===== src/rtl/fir_da_serial_ctrl.sv =====
// fir_da_serial_ctrl
// Bit-serial distributed-arithmetic FIR sequencer. Keeps the N_TAPS-deep
// sample delay line, accepts one sample per valid/ready handshake, then walks
// BIT_WIDTH bit-slices through one shared external DA LUT, shift-accumulating
// the LUT outputs into one filtered output sample.
//
// Optional feature macro: FIR_DA_SAT_EN
//   defined   -> output narrowing saturates and a sat_flag output is added
//   undefined -> output narrowing wraps (keeps the low BIT_WIDTH bits)
//
// Ports:
//   clk       in   clock, all logic on posedge
//   rst_n     in   asynchronous active-low reset
//   clear     in   synchronous flush of delay line, aborts any conversion
//   in_valid  in   in_data is valid
//   in_ready  out  sample accepted when in_valid && in_ready
//   in_data   in   signed input sample, BIT_WIDTH bits
//   rom_addr  out  LUT address, bit k = bit bit_cnt of tap k (tap 0 newest)
//   rom_data  in   signed LUT output, DA_WIDTH bits, combinational
//   out_valid out  single-cycle result strobe
//   out_data  out  signed filtered sample, held until the next result
//   busy      out  conversion in progress
//   sat_flag  out  (FIR_DA_SAT_EN only) clipping occurred on this result

module fir_da_serial_ctrl #(
    parameter int N_TAPS    = 30,
    parameter int BIT_WIDTH = 16,
    parameter int OUT_SHIFT = 0
) (
    input  logic                                          clk,
    input  logic                                          rst_n,
    input  logic                                          clear,
    input  logic                                          in_valid,
    output logic                                          in_ready,
    input  logic signed [BIT_WIDTH-1:0]                   in_data,
    output logic        [N_TAPS-1:0]                      rom_addr,
    input  logic signed [BIT_WIDTH+$clog2(N_TAPS)-1:0]    rom_data,
    output logic                                          out_valid,
    output logic signed [BIT_WIDTH-1:0]                   out_data,
    output logic                                          busy
`ifdef FIR_DA_SAT_EN
    ,
    output logic                                          sat_flag
`endif
);

    localparam int DA_WIDTH  = BIT_WIDTH + $clog2(N_TAPS);
    localparam int ACC_WIDTH = DA_WIDTH + BIT_WIDTH;
    localparam int CNT_WIDTH = (BIT_WIDTH > 2) ? $clog2(BIT_WIDTH) : 1;
    localparam logic [CNT_WIDTH-1:0] LAST_BIT = CNT_WIDTH'(BIT_WIDTH - 1);

    typedef enum logic {
        IDLE,
        ACC
    } state_t;

    state_t state;
    state_t state_next;

    logic signed [BIT_WIDTH-1:0] taps [N_TAPS];
    logic        [CNT_WIDTH-1:0] bit_cnt;
    logic signed [ACC_WIDTH-1:0] acc;
    logic signed [ACC_WIDTH-1:0] acc_next;
    logic signed [ACC_WIDTH-1:0] rom_ext;
    logic signed [ACC_WIDTH-1:0] rom_term;
    logic signed [BIT_WIDTH-1:0] result;
    logic                        last_bit;

    assign last_bit = (bit_cnt == LAST_BIT);

    // bit_cnt is forced back to 0 whenever we return to IDLE, so in IDLE this
    // naturally presents the bit-0 slice.
    always_comb begin
        rom_addr = '0;
        for (int k = 0; k < N_TAPS; k++) begin
            rom_addr[k] = taps[k][bit_cnt];
        end
    end

    // The MSB slice carries the negative two's-complement weight, so it is
    // subtracted instead of added.
    always_comb begin
        rom_ext  = {{(ACC_WIDTH-DA_WIDTH){rom_data[DA_WIDTH-1]}}, rom_data};
        rom_term = rom_ext <<< bit_cnt;
        acc_next = last_bit ? (acc - rom_term) : (acc + rom_term);
    end

`ifdef FIR_DA_SAT_EN
    localparam logic signed [ACC_WIDTH-1:0] SAT_MAX =
        {{(ACC_WIDTH-BIT_WIDTH+1){1'b0}}, {(BIT_WIDTH-1){1'b1}}};
    localparam logic signed [ACC_WIDTH-1:0] SAT_MIN =
        {{(ACC_WIDTH-BIT_WIDTH+1){1'b1}}, {(BIT_WIDTH-1){1'b0}}};

    logic signed [ACC_WIDTH-1:0] acc_scaled;
    logic                        result_sat;

    always_comb begin
        acc_scaled = acc_next >>> OUT_SHIFT;
        result_sat = 1'b0;
        if (acc_scaled > SAT_MAX) begin
            result     = {1'b0, {(BIT_WIDTH-1){1'b1}}};
            result_sat = 1'b1;
        end else if (acc_scaled < SAT_MIN) begin
            result     = {1'b1, {(BIT_WIDTH-1){1'b0}}};
            result_sat = 1'b1;
        end else begin
            result = BIT_WIDTH'(acc_scaled);
        end
    end
`else
    assign result = BIT_WIDTH'(acc_next >>> OUT_SHIFT);
`endif

    always_ff @(posedge clk or negedge rst_n) begin
        if (!rst_n) begin
            state <= IDLE;
        end else begin
            state <= state_next;
        end
    end

    always_comb begin
        state_next = state;
        if (clear) begin
            state_next = IDLE;
        end else begin
            case (state)
                IDLE:    if (in_valid) state_next = ACC;
                ACC:     if (last_bit) state_next = IDLE;
                default: state_next = IDLE;
            endcase
        end
    end

    always_comb begin
        in_ready = 1'b0;
        busy     = 1'b0;
        case (state)
            IDLE:    in_ready = !clear;
            ACC:     busy     = 1'b1;
            default: ;
        endcase
    end

    // Datapath: delay line, bit counter, accumulator and output registers.
    always_ff @(posedge clk or negedge rst_n) begin
        if (!rst_n) begin
            for (int k = 0; k < N_TAPS; k++) taps[k] <= '0;
            bit_cnt   <= '0;
            acc       <= '0;
            out_valid <= 1'b0;
            out_data  <= '0;
`ifdef FIR_DA_SAT_EN
            sat_flag  <= 1'b0;
`endif
        end else if (clear) begin
            for (int k = 0; k < N_TAPS; k++) taps[k] <= '0;
            bit_cnt   <= '0;
            acc       <= '0;
            out_valid <= 1'b0;
        end else begin
            out_valid <= 1'b0;
            if (state == IDLE) begin
                if (in_valid) begin
                    for (int k = N_TAPS - 1; k > 0; k--) taps[k] <= taps[k-1];
                    taps[0] <= in_data;
                    acc     <= '0;
                    bit_cnt <= '0;
                end
            end else begin
                acc <= acc_next;
                if (last_bit) begin
                    bit_cnt   <= '0;
                    out_data  <= result;
                    out_valid <= 1'b1;
`ifdef FIR_DA_SAT_EN
                    sat_flag  <= result_sat;
`endif
                end else begin
                    bit_cnt <= bit_cnt + CNT_WIDTH'(1);
                end
            end
        end
    end

endmodule


===== config.mk =====
export PLATFORM = sky130hd
export DESIGN_NAME = fir_da_serial_ctrl
export DESIGN_NICKNAME = d
export VERILOG_FILES = /design/src/rtl/fir_da_serial_ctrl.sv
export SDC_FILE = /design/constraint.sdc
export NUM_CORES = 1
export LEC_CHECK = 0
export ABC_AREA = 1
export BUFFER_PORTS_ARGS = -buffer_cell sky130_fd_sc_hd__buf_4
export CORE_UTILIZATION = 50
export CTS_BUF_LIST = sky130_fd_sc_hd__clkbuf_16
export DETAILED_ROUTE_END_ITERATION = 6
export GPL_ROUTABILITY_DRIVEN = 0
export PLACE_DENSITY = 0.69
export SLEW_MARGIN = 25
export SYNTH_ARGS = -nofsm -noshare
export SYNTH_HDL_FRONTEND = slang
export SYNTH_SLANG_ARGS = --single-unit

===== constraint.sdc =====
create_clock -name clk -period 2.9 [get_ports clk]
set_input_delay 0.145 -clock clk [delete_from_list [all_inputs] [get_ports clk]]
set_output_delay 0.145 -clock clk [all_outputs]
set_load 0.01 [all_outputs]

Word-level counts from Yosys, hierarchy flattened:

Cells that the tools add are included.

* output and inout port bits: 49
* input port bits: 41
* logic and storage cells: 129
* flip-flop bits (word level): 539

* equality and inequality tests: 2
* add/subtract/negate cells: 3
* shifts and indexed selects: 1
* mux-type cells: 80
* bitwise operators: 2
* reductions and logical operators: 5
* magnitude comparators: 1

Operators by type and width (number)
* $mux W480: 3
* $mux W37: 4
* $bmux W1 S4: 30
* $mux W1: 38
* $add A37 B37 Y37: 1
* $sshl A21 B4 Y37: 1
* $sub A37 B37 Y37: 1
* $mux W4: 4
* $lt A4 B5 Y1 const B: 1
* $add A4 B1 Y4 const B: 1
* $eq A4 B4 Y1 const B: 1
* $reduce_and A3 Y1: 1
* $reduce_bool A3 Y1: 1
* $ne A2 B2 Y1 const B: 1
* $not A1 Y1: 2
* $pmux W1 S2: 1
* $reduce_and A2 Y1: 1
* $reduce_bool A2 Y1: 1
* $logic_not A1 Y1: 1

Logic depth before layout (Yosys ltp):

* depth after elaboration: 5
* depth in mapped cells: 25
* gate-level depth less buffers: 24

Worst setup path after synthesis:

OpenSTA, ideal clock, no wires.

* path type: reg-to-reg
* start point: register bit_cnt[0]
* end point: register acc[15]
* cell stages (with the launch flop): 24
* setup time: 0.118 ns
* clock period less this slack: 3.116 ns
* data required time: 2.782 ns
* slack: -0.216 ns
* data arrival time: 2.999 ns
* path buffers: 2
* cells stage by stage: dfrtp_1 -> buf_6 -> inv_4 -> buf_8 -> nand3_2 -> nor2_1 -> nand2_2 -> ha_1 -> nand2_1 -> nor2_2 -> nand2_1 -> nand2_2 -> nand2_2 -> nor3_4 -> nand2_1 -> xor2_1 -> ha_1 -> a21o_1 -> a31oi_1 -> a21bo_2 -> a31oi_1 -> nand3_1 -> nand3_1 -> nand2_1

* cells in the longest elaborated chain, start to end: 5
* elaborated cells between the ends (all ways): 7
* classes of those cells: 2 x add/sub; 1 x eq/ne; 1 x shift; 3 x mux

RTL lines
* from (decl): RTL line 61 `logic [CNT_WIDTH-1:0] bit_cnt;`
* from (signal assigned): RTL line 180 `bit_cnt <= bit_cnt + CNT_WIDTH'(1);`
* $sshl A21 B4 Y37: RTL line 84 `rom_term = rom_ext <<< bit_cnt;`
* $add A37 B37 Y37 or $sub A37 B37 Y37 (tied branches): RTL line 85 `acc_next = last_bit ? (acc - rom_term) : (acc + rom_term);`
* $mux W37 (*): RTL line 85
* $mux W37 (*): RTL line 163 `if (state == IDLE) begin`
* $mux W37 (*): RTL line 156 `end else if (clear) begin`
* to (signal assigned): RTL line 171 `acc <= acc_next;`
* to (decl): RTL line 62 `logic signed [ACC_WIDTH-1:0] acc;`

Mark *: on every way between the ends. The rest lies on a longest branch, timed or not.
A chain may end at the register's enable or synchronous reset.

Final worst setup path:

* start point: register bit_cnt[0]
* end point: register acc[14]

The elaborated chain is that of the path after synthesis.

==> results.md <==
- The synthesis-to-layout area growth is 17.3%.
- The clock latency on the worst-skew pair is approximately 0.60 ns.
- Of the available clock period, the critical path in the final layout requires 1.12.
- Summing every instance area after synthesis gives 0.0244 mm2.
- The global routing usage summed across all routing layers is 0.272.
- The biggest fanout along the worst timing path is 8.
- The post-placement worst setup slack is -0.353 ns.
- The critical path in this run is classified as reg -> reg.
- In this run the number of H-tree levels came out at 2.
- Clock-pin slew was measured on the worst setup and hold paths at 0.07 ns.
- Among cell families on the critical path, the largest total delay comes from simple AND/OR/NAND/NOR gates.
- The largest area contributor in the synthesized netlist is dfrtp_1.
- The final setup skew is 0.0176 ns.
- The initial standard-cell utilization of the core is 0.509.
- After detailed routing, the number of remaining DRC violations is 0.
- The net count of the mapped netlist is approximately 2900.
- The total power divided by cell area is approximately 770 mW/mm2.
- The first global-routing pass estimated between 100 and 150 mm of wire.
- The largest net degree at the start of global routing is about 140.
- The completed layout was analyzed and its total power is between 20 and 25 mW.
- After the last flow step, the layout net total stands at around 3000.
- Traced cell by cell, the critical path runs through inv_8 > nand2_1 > buf_4 > nand3_2 > nand4_2 > buf_6 > nand3_4 > buf_4 > xor2_2 > ha_1 > inv_1 > nor3_2 > nand2_1 > o211ai_1 > buf_4 > buf_4 > nand4_1 > nand2_1 > nand2_1 > a32o_1.
- In this run the worst hold path is classified as in -> async.
- Counting flops with an async set or reset pin after synthesis yields a share of 1.00.
- The dominant cell by count in the synthesized netlist is dfrtp_1.
- Sorting the synthesized cells by how often they occur yields 518 x dfrtp_1, 498 x inv_1, 459 x o22ai_1, 292 x o21ai_0, 261 x a21oi_1.
- The per-cell routed wire length is 19.6 um.
- In the post-route analysis, the smallest setup slack over all paths is -0.350 ns.
- The number of flops mapped to enable cells by yosys is 0.
- The combinational fraction of design power is 0.373.
- For this block, the via count after detailed routing is about 21000.
- The buffer depth of the longest clock path is 3.
- The standard-cell row count is 80.
- IR analysis of the VDD net gives a maximum drop of about 0.00062 V.
- The count of state elements after synthesis is 518.
- During synthesis, Yosys emitted a total of 0 warnings.
- The number of port buffers is 84.
- The die is 223 um tall.
- The checks that failed: setup timing.
- The clock sink total is 518.
- The global route total overflow is 0.
- The type of origin of the critical path is a flip-flop.
- The share of post-route cells with drive strength above 1 is 0.139.
- The initial antenna violation count was 0.
- The clock tree from TritonCTS is yes.
- The count of buffer and inverter cells on the critical path is 7.
- Summed over all layers, the routed wires come to ~70 mm.
- The number of max-slew violations in the final report is 0.
- The minimum period implied by the final worst setup slack is between 3 and 4 ns.
- The DRC violation total after the first TritonRoute iteration is 2461.
- The area of the core is about 0.048 mm2.
- The data arrival time of the critical path is approximately 3.7 ns.
- The netlist uses 41 different library cells.
- The area fraction of the dominant cell type after synthesis is 0.531.
- The horizontal extent of the die is 223 um.
- The sequential area share after synthesis is 0.531.
- The worst pin sits at a relative slew slack of 0.511.
- Of the total power, registers draw 0.338.
- For the pin with the worst max-slew slack, the measured transition is 0.733 ns.
- Before antenna repair, the detailed router went through 5 iterations.
- The number of cells produced by synthesis is 2808.
- Clock tree synthesis selected as its root buffer the cell clkbuf_16.
- After detailed routing, the number of vias per cell comes to 6.02.
- After synthesis, the cell types taking the most area are dfrtp_1 53%, o22ai_1 12%, inv_1 7.7%, o21ai_0 6.0%, a21oi_1 5.4%.
- Timing would allow up to ~300 MHz.
- The analysis attributes to net switching a power of between 7 and 8 mW.
- The number of antenna diodes in the final layout is 0.
- The HPWL reported at the end of detailed placement is roughly 41 mm.
- The final number of hold-violating endpoints is 0.
- Of the total power, the clock network draws 0.288.
- The worst setup path is captured at a flip-flop.
- For this design, the slowest cell found on the critical path is dfrtp_4.
- Setup violations remaining at the end of the flow were counted as 20.
- In this run the static leakage power is 12.4 nW.
- The average instance area after synthesis is 8.69 um2.
- Setup repair after global routing could not meet its margin everywhere.
- The count of filler cells inserted in the layout is ~4000.
- The die area is approximately 0.050 mm2.
- The max-cap violation count is 0.
- Of the total power, the share spent switching nets is 0.357.
- The run finished, with violations left.
- The number of placed I/O pins is 90.
- The number of global-route vias before repair is between 20000 and 25000.
- The final antenna-violating net count is 0.
- For this run, the leading register cell type out of synthesis is dfrtp_1.
- Cell internal power was estimated by the tool at about 14 mW.
- Buffers inserted during clock tree synthesis total 52.
- The required time of the worst setup path is around 3.4 ns.
- The largest single stage delay on the critical path is ~0.55 ns.
## layout make-up
type / instances / area [um2] / area share
clock buffers: 53 / 1330 / 0.0463
clock inverters: 38 / 229 / 0.00800
inverters: 506 / 1910 / 0.0667
multi-input cells: 1560 / 8830 / 0.308
flip-flops and latches: 518 / 13000 / 0.453
well taps: 615 / 769 / 0.0269
repair buffers: 270 / 2590 / 0.0905
## power by group through the flow
stage / combinational [mW] / sequential (mW) / clock [mW]
finish: 8.21 / 7.44 / 6.34
global route: 8.92 / 7.45 / 6.72
CTS: 7.60 / 7.44 / 6.43
detailed placement: 7.08 / 7.56 / 0
global placement: 6.94 / 7.56 / 0
floorplan: 4.54 / 7.52 / 0
## cell families after synthesis
| group | count (synthesis) | synth area share |
|---|---|---|
| compound gates | 1031 | 0.237 |
| xor+xnor | 18 | 0.00646 |
| fa+ha+maj | 18 | 0.00954 |
| buf+inv | 730 | 0.116 |
| flops | 518 | 0.531 |
| simple gates | 493 | 0.0993 |
## registers in the layout, indices dropped and copies added, names as in the netlist
register   count
taps         480
state          1
bit_cnt        4
out_data      16
out_valid      1
acc           16
## stage by stage
step | instance area [um2] | std cells | setup TNS (ns) | hold WS [ns] | utilization
finish | 28600 | 3560 | -4.16 | 0.124 | 0.597
global route | 28600 | 3560 | -9.06 | 0.150 | 0.597
CTS | 28400 | 3553 | -3.09 | 0.109 | 0.593
detailed placement | 26200 | 3423 | -4.92 | 0.181 | 0.547
global placement | 26200 | 3423 | -3.52 | 0.181 | 0.547
floorplan | 24400 | 2808 | -0.413 | -0.151 | -
## path summary, 6_finish.rpt
path	cells past startpoint	start	slack, ns	end
setup / recovery	20	bit_cnt[0]	-0.35	acc[14]
hold / removal	2	rst_n	0.12	taps[433]
setup reg to reg	20	bit_cnt[0]	-0.35	acc[14]
hold reg to reg	2	out_data[2]	0.48	out_data[2]
max in group asynchronous	3	rst_n	1.83	taps[201]
min in group clk	5	clear	0.13	bit_cnt[0]
## routing by layer
layer / GRT usage / vias up / part of all wire
met5: 0 / - / 0
met4: 0.0950 / 0 / 0.031
met3: 0.0321 / 148 / 0.064
met2: 0.438 / 900 / 0.48
met1: 0.382 / 10600 / 0.43
li1: - / 9836 / -
## placed cells by master (no fill, tap or decap), types with 2 or more instances in the layout
master         instances
dlygate4sd3_1         33
dfrtp_1              514
clkinv_1              15
nand2_1              161
nand3_2               20
a21oi_2                9
nand2_4                8
buf_12                19
xor2_1                 9
xor2_2                 5
o21ai_2                3
nor3_4                 4
o31ai_2                2
a32o_1                 2
o21ai_1                6
buf_4                203
clkinv_2              12
a21oi_1              253
buf_16                 7
ha_1                  16
clkbuf_16             58
nor3_1                 2
nor3_2                 2
a22o_1                 5
nand3_1              246
nand4_1                4
o21ai_0              286
nand4_2                2
bufinv_16              2
xnor2_1                3
inv_1                503
dfrtp_4                3
o22ai_1              459
inv_2                  8
nor2_1                15
nand2_2               21
nor2_2                 5
## timing repair
item / 4_1_cts / 5_1_grt
resized for setup: 68 / 17
pin swaps: 5 / 6
endpoints found under the setup margin: 49 / 51
hold buffers: 33 / 0
buffers inserted: 6 / 2
cloned: 0 / 5
endpoints found under the hold margin: 83 / 0
Note: power is estimated with default switching activity, not from simulation.
